==> src/rtl/scratchpad_req_queue_pkg.sv <==
// -----------------------------------------------------------------------------
// scratchpad_req_queue_pkg
// Shared definitions for the scratchpad request queue and its consumers:
//   - opcode constants carried in the top two bits of every packet
//   - field offsets and a packed struct for the default packet layout
//     {op[1:0], rd[3:0], addr[31:0], stride[4:0]} (43 bits)
//   - small helpers for packet width and MLS opcode legality
// -----------------------------------------------------------------------------
package scratchpad_req_queue_pkg;

   localparam logic [1:0] OP_LOAD  = 2'b01;
   localparam logic [1:0] OP_STORE = 2'b10;
   localparam logic [1:0] OP_GEMM  = 2'b11;

   localparam int DEF_ADDR_W   = 32;
   localparam int DEF_MAT_W    = 4;
   localparam int DEF_STRIDE_W = 5;
   localparam int DEF_PKT_W    = 2 + DEF_MAT_W + DEF_ADDR_W + DEF_STRIDE_W;

   // Bit offsets (LSB of each field) within the default-width packet.
   localparam int PKT_STRIDE_LSB = 0;
   localparam int PKT_ADDR_LSB   = PKT_STRIDE_LSB + DEF_STRIDE_W;
   localparam int PKT_RD_LSB     = PKT_ADDR_LSB + DEF_ADDR_W;
   localparam int PKT_OP_LSB     = PKT_RD_LSB + DEF_MAT_W;

   typedef struct packed {
      logic [1:0]              op;
      logic [DEF_MAT_W-1:0]    rd;
      logic [DEF_ADDR_W-1:0]   addr;
      logic [DEF_STRIDE_W-1:0] stride;
   } sp_pkt_t;

   function automatic int calc_pkt_w(input int addr_w, input int mat_w, input int stride_w);
      return 2 + mat_w + addr_w + stride_w;
   endfunction

   function automatic logic is_legal_ls(input logic [1:0] ls);
      return (ls == OP_LOAD) || (ls == OP_STORE);
   endfunction

endpackage

==> src/rtl/scratchpad_req_queue_sync_fifo_fwft.sv <==
// -----------------------------------------------------------------------------
// sync_fifo_fwft
// Generic first-word-fall-through FIFO with occupancy count and a registered
// almost-full flag.
//
// Ports:
//   CLK          in   clock, rising edge
//   nRST         in   asynchronous active-low reset
//   flush        in   synchronous clear (overrides push and pop)
//   push         in   write wdata (ignored when full)
//   wdata        in   WIDTH write data
//   pop          in   consume head (ignored when empty)
//   rvalid       out  head entry valid
//   rdata        out  WIDTH head entry; holds its value while rvalid=0
//   count        out  CNT_W occupancy
//   almost_full  out  count >= AFULL_TH
//
// rdata is a register loaded with the entry that will be at the head after
// the edge, so it holds steady when the FIFO drains instead of showing
// whatever stale slot the read pointer has moved onto.
// -----------------------------------------------------------------------------
module sync_fifo_fwft #(
   parameter int WIDTH    = 43,
   parameter int DEPTH    = 8,
   parameter int AFULL_TH = 6,
   parameter int CNT_W    = $clog2(DEPTH) + 1
) (
   input  logic             CLK,
   input  logic             nRST,
   input  logic             flush,
   input  logic             push,
   input  logic [WIDTH-1:0] wdata,
   input  logic             pop,
   output logic             rvalid,
   output logic [WIDTH-1:0] rdata,
   output logic [CNT_W-1:0] count,
   output logic             almost_full
);

   localparam int PTR_W = $clog2(DEPTH);

   logic [WIDTH-1:0] mem [DEPTH];
   logic [PTR_W-1:0] wr_ptr;
   logic [PTR_W-1:0] rd_ptr;
   logic [PTR_W-1:0] head_idx_nxt;
   logic [CNT_W-1:0] cnt_nxt;
   logic [WIDTH-1:0] head_nxt;
   logic             full;
   logic             push_ok;
   logic             pop_ok;

   assign full    = (count == CNT_W'(DEPTH));
   assign push_ok = push && !full;
   assign pop_ok  = pop && rvalid;

   always_comb begin
      cnt_nxt = count;
      if (push_ok && !pop_ok) begin
         cnt_nxt = count + CNT_W'(1);
      end else if (pop_ok && !push_ok) begin
         cnt_nxt = count - CNT_W'(1);
      end
   end

   // The write slot only coincides with the next head slot when the pushed
   // word is the only entry after this edge; bypass it straight to rdata.
   always_comb begin
      head_idx_nxt = pop_ok ? (rd_ptr + PTR_W'(1)) : rd_ptr;
      head_nxt     = mem[head_idx_nxt];
      if (push_ok && (wr_ptr == head_idx_nxt)) begin
         head_nxt = wdata;
      end
   end

   always_ff @(posedge CLK) begin
      if (push_ok && !flush) begin
         mem[wr_ptr] <= wdata;
      end
   end

   always_ff @(posedge CLK or negedge nRST) begin
      if (!nRST) begin
         wr_ptr      <= '0;
         rd_ptr      <= '0;
         count       <= '0;
         rvalid      <= 1'b0;
         rdata       <= '0;
         almost_full <= 1'b0;
      end else if (flush) begin
         wr_ptr      <= '0;
         rd_ptr      <= '0;
         count       <= '0;
         rvalid      <= 1'b0;
         almost_full <= 1'b0;
      end else begin
         if (push_ok) begin
            wr_ptr <= wr_ptr + PTR_W'(1);
         end
         if (pop_ok) begin
            rd_ptr <= rd_ptr + PTR_W'(1);
         end
         count       <= cnt_nxt;
         rvalid      <= (cnt_nxt != '0);
         almost_full <= (cnt_nxt >= CNT_W'(AFULL_TH));
         if (cnt_nxt != '0) begin
            rdata <= head_nxt;
         end
      end
   end

endmodule

==> src/rtl/scratchpad_req_queue.sv <==
// -----------------------------------------------------------------------------
// scratchpad_req_queue
// Request queue between the MLS and GEMM functional units and the scratchpad.
// Round-robin arbitrates the two valid/ready sources, encodes each grant into
// a fixed packet and buffers it in a DEPTH-entry FWFT FIFO.
//
// Ports:
//   CLK, nRST                      clock, async active-low reset
//   flush                          synchronous clear of queue and arbiter
//   mls_valid/mls_ready            MLS handshake
//   mls_ls, mls_rd, mls_addr,      MLS request fields (ls: 01 load, 10 store;
//   mls_stride                       00/11 are dropped with err_illegal)
//   gemm_valid/gemm_ready          GEMM handshake
//   gemm_new_weight, gemm_sel      GEMM request fields
//   sp_valid, sp_data, sp_pop      scratchpad side of the FIFO
//   count, almost_full             occupancy for issue throttling
//   err_illegal                    one-cycle pulse after an illegal MLS drop
//
// Packet: {op[1:0], rd[MAT_W-1:0], addr[ADDR_W-1:0], stride[STRIDE_W-1:0]}.
// ADDR_W must be at least 16 so gemm_sel fits in the address field; DEPTH
// must be a power of two so the FIFO pointers wrap naturally.
//
// Grants depend only on registered state (count, rr pointer) plus the request
// valids, never on sp_pop, so a full queue grants nothing even while popping.
// -----------------------------------------------------------------------------
module scratchpad_req_queue
   import scratchpad_req_queue_pkg::*;
#(
   parameter int ADDR_W   = 32,
   parameter int MAT_W    = 4,
   parameter int STRIDE_W = 5,
   parameter int DEPTH    = 8,
   parameter int AFULL_TH = 6
) (
   input  logic                                   CLK,
   input  logic                                   nRST,
   input  logic                                   flush,
   input  logic                                   mls_valid,
   output logic                                   mls_ready,
   input  logic [1:0]                             mls_ls,
   input  logic [MAT_W-1:0]                       mls_rd,
   input  logic [ADDR_W-1:0]                      mls_addr,
   input  logic [STRIDE_W-1:0]                    mls_stride,
   input  logic                                   gemm_valid,
   output logic                                   gemm_ready,
   input  logic                                   gemm_new_weight,
   input  logic [15:0]                            gemm_sel,
   output logic                                   sp_valid,
   output logic [2+MAT_W+ADDR_W+STRIDE_W-1:0]     sp_data,
   input  logic                                   sp_pop,
   output logic [$clog2(DEPTH):0]                 count,
   output logic                                   almost_full,
   output logic                                   err_illegal
);

   localparam int PKT_W = calc_pkt_w(ADDR_W, MAT_W, STRIDE_W);
   localparam int CNT_W = $clog2(DEPTH) + 1;

   logic             rr_mls;
   logic             space;
   logic             mls_grant;
   logic             gemm_grant;
   logic             mls_legal;
   logic             fifo_push;
   logic [PKT_W-1:0] mls_pkt;
   logic [PKT_W-1:0] gemm_pkt;
   logic [PKT_W-1:0] fifo_wdata;

   assign space     = (count < CNT_W'(DEPTH));
   assign mls_legal = is_legal_ls(mls_ls);

   always_comb begin
      mls_grant  = 1'b0;
      gemm_grant = 1'b0;
      if (!flush && space) begin
         if (mls_valid && (!gemm_valid || rr_mls)) begin
            mls_grant = 1'b1;
         end else if (gemm_valid) begin
            gemm_grant = 1'b1;
         end
      end
   end

   assign mls_ready  = mls_grant;
   assign gemm_ready = gemm_grant;

   assign mls_pkt  = {mls_ls, mls_rd, mls_addr, mls_stride};
   assign gemm_pkt = {OP_GEMM, gemm_new_weight, {(MAT_W-1){1'b0}},
                      ADDR_W'(gemm_sel), {STRIDE_W{1'b0}}};

   // Illegal MLS opcodes still win arbitration (and flip the pointer) but
   // never reach the FIFO.
   assign fifo_push  = (mls_grant && mls_legal) || gemm_grant;
   assign fifo_wdata = mls_grant ? mls_pkt : gemm_pkt;

   always_ff @(posedge CLK or negedge nRST) begin
      if (!nRST) begin
         rr_mls      <= 1'b1;
         err_illegal <= 1'b0;
      end else if (flush) begin
         rr_mls      <= 1'b1;
         err_illegal <= 1'b0;
      end else begin
         if (mls_grant) begin
            rr_mls <= 1'b0;
         end else if (gemm_grant) begin
            rr_mls <= 1'b1;
         end
         err_illegal <= mls_grant && !mls_legal;
      end
   end

   sync_fifo_fwft #(
      .WIDTH    (PKT_W),
      .DEPTH    (DEPTH),
      .AFULL_TH (AFULL_TH),
      .CNT_W    (CNT_W)
   ) u_fifo (
      .CLK         (CLK),
      .nRST        (nRST),
      .flush       (flush),
      .push        (fifo_push),
      .wdata       (fifo_wdata),
      .pop         (sp_pop),
      .rvalid      (sp_valid),
      .rdata       (sp_data),
      .count       (count),
      .almost_full (almost_full)
   );

endmodule

==> config.mk <==
export PLATFORM = sky130hd
export DESIGN_NAME = scratchpad_req_queue
export DESIGN_NICKNAME = d
export VERILOG_FILES = /design/src/rtl/scratchpad_req_queue_pkg.sv /design/src/rtl/scratchpad_req_queue_sync_fifo_fwft.sv /design/src/rtl/scratchpad_req_queue.sv
export SDC_FILE = /design/constraint.sdc
export NUM_CORES = 1
export LEC_CHECK = 0
export BUFFER_PORTS_ARGS = -buffer_cell sky130_fd_sc_hd__buf_2
export CORE_UTILIZATION = 35
export DETAILED_ROUTE_END_ITERATION = 8
export GPL_TIMING_DRIVEN = 0
export SETUP_SLACK_MARGIN = 0.15
export SLEW_MARGIN = 15
export SYNTH_ARGS = -nofsm -noshare
export SYNTH_HDL_FRONTEND = slang
export SYNTH_SLANG_ARGS = --single-unit
==> constraint.sdc <==
create_clock -name CLK -period 15.85 [get_ports CLK]
set_input_delay 3.17 -clock CLK [delete_from_list [all_inputs] [get_ports CLK]]
set_output_delay 3.17 -clock CLK [all_outputs]
set_load 0.005 [all_outputs]
==> summary.md <==
| Metric | Value |
|---|---|
| Slowest CP cell | `buf_1` |
| Yosys top cell area share | `0.6367` |
| Antenna-violating nets left | `0` |
| HP Start | `u_fifo.rdata[30]` |
| Origin of the worst setup path | `flush` |
| TritonRoute pass-1 iters | `5` |
| Layout area overhead | `19.95%` |
| Avg WL per Cell | `~24 um` |
| Multi-input gate area | `4232 um2` |
| Setup TNS | `0 ns` |
| Outcome | `finished, final reports clean` |
| Netlist Area Pre-Place | `~16,000 um2` |
| Remaining DRCs | `0` |
| GRT busiest layer | `met2` |
| Routing usage on met1 | `0.2421` |
| Setup Fix Bufs, Post-CTS | `0` |
| Crit start category | `primary input` |
| Final setup viols | `0` |
| Vias in the first global route | `~9.3k` |
| Top Ports | `~120` |
| First-pass GRT wire length | `about 60,000 um` |
| Layout cells sized above 1 | `0.3431` |
| Final HPWL DP | `roughly 27,000 um` |
| Slew Viols, Final | `0` |
| Leak pwr | `~0.007 uW` |
| Mean Syn Cell Area | `between 15 and 20 um2` |
| Htree depth | `2` |
| Grt met2 use | `0.2748` |
| FP Rows | `78` |
| Clock sinks | `401` |
| Fmax | `0.1206 GHz` |
| Yosys cell types | `45` |
| Crit-path cells | `buf_2 > or3b_4 > nor2_1 > buf_1 > buf_2 > buf_2` |
| Register Area | `between 10,000 and 15,000 um2` |
| Overflow after GRT | `0` |
| Hold WS | `between 0.4 and 0.5 ns` |
| Placer Congestion | `approximately 0.73` |
| Vias per cell | `between 5 and 6` |
| Clock-pin slew on the worst setup and hold paths | `0.06 ns` |
| Pwr Total | `between 3000 and 4000 uW` |
| Die height | `between 200 and 250 um` |
| Synthesized net count | `about 920` |
| PnR worst setup slack | `7.557 ns` |
| Post_cts resized | `0` |
| Max incr delay on CP | `about 0.57 ns` |
| Period utilisation layout | `0.5232` |
| Core area | `roughly 46,000 um2` |
| RSZ-0062 raised after global routing | `no` |
| Top cell type by total area after synthesis | `edfxtp_1` |
| Overall routed net length | `between 30,000 and 40,000 um` |
| TritonCTS clock tree | `yes` |
| CP Data Arrival Time | `between 5 and 6 ns` |
| CTS root buf | `clkbuf_16` |
| Worst-Margin Slew | `between 1 and 1.5 ns` |
| Sum of buffers and inverters on the critical path | `4` |
| Setup WS pre-CTS | `7.403 ns` |
| Worst slew margin | `0.2655` |
| R2R Path Start | `u_fifo.rd_ptr[0]` |
| CP max FO | `10` |
| Top Family by Delay on Critical Path | `buffers and inverters` |
| Crit-path most repeated cell | `buf_2` |
| Global routing met3 resource utilization | `0.03732` |
| Yosys warnings | `0` |
| WS Path Type | `primary input to output pin` |
| Clock latency on the worst-skew pair | `between 0.5 and 0.6 ns` |
| Clock Skew | `0.01603 ns` |
| CTS Buf Count | `41` |
| CP required | `between 10 and 15 ns` |
| Register area share after synthesis | `0.7247` |
| DIE AREA | `about 47,000 um2` |
| Gate count of the mapped netlist | `between 800 and 900` |
| # port buffers | `between 100 and 150` |
| Power Density | `154.3 nW/um2` |
| Via count | `approximately 9k` |
| Clock Path Buffers | `3` |
| Hold Fails Final Rpt | `0` |
| Synthesis-stage register bit count | `401` |
| Maxcap violations | `0` |
| Hold WC Path Type | `register to register` |
| Filler Cells Inserted | `about 4k` |
| Largest net degree at the start of global routing | `45` |
| Inserted Diodes | `0` |
| # hold bufs at CTS | `0` |
| DR iter-0 viols | `between 700 and 800` |
| Post-layout minimum cycle time | `about 8.3 ns` |
| GRT Util Overall | `0.1725` |
| VDD IR max | `about 0.000077 V` |
| Largest cells by area after synthesis | `edfxtp_1, mux4_2, dfrtp_1` |
| Crit end category | `output pin` |
| Initial core utilization | `0.3560` |
| Antenna violations before repair | `0` |
| Die Width | `about 220 um` |
| # nets final | `approximately 1.1k` |
## cells in the mapped netlist (all sizes together)
| cell type | n |
|---|---|
| a41o | 1 |
| nor4b | 2 |
| xor2 | 5 |
| nand4 | 2 |
| a32o | 42 |
| and2 | 2 |
| nor3 | 6 |
| o211a | 1 |
| o21bai | 1 |
| mux2i | 44 |
| inv | 6 |
| a31oi | 2 |
| edfxtp | 344 |
| o31ai | 1 |
| clkbuf | 35 |
| nand3 | 5 |
| or3b | 1 |
| dfstp | 1 |
| o32a | 1 |
| mux2 | 20 |
| and3 | 25 |
| dfrtp | 56 |
| nand2b | 1 |
| mux4 | 86 |
| o21ai | 2 |
| xnor2 | 8 |
| o21a | 42 |
| buf | 22 |
| nor2 | 13 |
| o22ai | 1 |
| nor4 | 1 |
| or3 | 4 |
| ha | 4 |
| nor2b | 1 |
| a221oi | 1 |
| a21oi | 2 |
| nand2 | 51 |
| nor3b | 3 |
## routing by layer
layer | part of all wire | up-vias
met5 | 0 | -
met4 | 0.017 | 0
met3 | 0.072 | 53
met2 | 0.47 | 303
met1 | 0.44 | 4730
li1 | - | 3879
## path summary, 6_finish.rpt
path	slack, ns	endpoint	depth (start not counted)
max	7.56	mls_ready	6
min	0.49	u_fifo.rdata[30]	1
max reg2reg	12.06	u_fifo.rdata[38]	9
min reg2reg	0.49	u_fifo.rdata[30]	1
max in group asynchronous	12.73	rr_mls	2
min in group asynchronous	2.50	u_fifo.rdata[28]	1
## logic make-up (layout without fill, tap and decap cells)
family / count (synthesis) / in the layout / synth area share
compound gates: 97 / 97 / 0.05105
xor+xnor: 13 / 13 / 0.007018
fa+ha+maj: 4 / 4 / 0.003085
buf+inv: 63 / 311 / 0.01766
flops: 401 / 401 / 0.7247
mux: 150 / 150 / 0.1604
simple gates: 117 / 117 / 0.03609
## layout by cell type (no fill, tap or decap), types with 19 or more instances in the layout
cell type  Yosys  layout
buf_4          7      27
mux4_2        86      86
clkbuf_1      35      40
o21a_1        42      42
buf_6          2      24
clkbuf_16      0      41
buf_2          7     134
mux2_2        19      19
mux2i_1       44      44
dfrtp_1       56      56
nand2_1       51      51
edfxtp_1     344     344
and3_1        25      25
a32o_1        42      42
## state kept, by name, indices dropped and copies added (netlist names)
name                cells
err_illegal             1
rr_mls                  1
u_fifo.almost_full      1
u_fifo.count            4
u_fifo.mem            344
u_fifo.rd_ptr           3
u_fifo.rdata           43
u_fifo.rvalid           1
u_fifo.wr_ptr           3
## power by group
group	internal, uW	leakage, uW	switching [uW]
Clock	530	0.000651	390
Sequential	1260	0.00385	56.3
Combinational	347	0.00270	424
## metrics by stage
stage                     cell area (um2)  instances  utilization
final                               19460       1693       0.4270
after global routing                19460       1693       0.4270
after CTS                           19460       1693       0.4270
after detailed placement            18170       1618       0.3987
after global placement              17560       1562       0.3853
after floorplan                     16220        845            -
## final cells by class
| type | count | share of cell area |
|---|---|---|
| Buffer | 57 | 0.01357 |
| Clock buffer | 54 | 0.05934 |
| Clock inverter | 21 | 0.007008 |
| Inverter | 6 | 0.001157 |
| Multi-Input combinational cell | 381 | 0.2174 |
| Sequential cell | 401 | 0.6042 |
| Tap cell | 600 | 0.03858 |
| Timing Repair Buffer | 173 | 0.05876 |
## worst register-to-register path: cells and delay by family (launching register included)
kind	cells	cell delay, ns
AOI/OAI and AO/OA	1	0.27
xor gates and xnor gates	1	0.68
adders and majority gates	1	0.21
buffers and inverters	2	1.31
DFF	1	0.42
muxes	2	0.60
and+or+nand+nor	2	0.18
(Power assumes the default switching activity.)
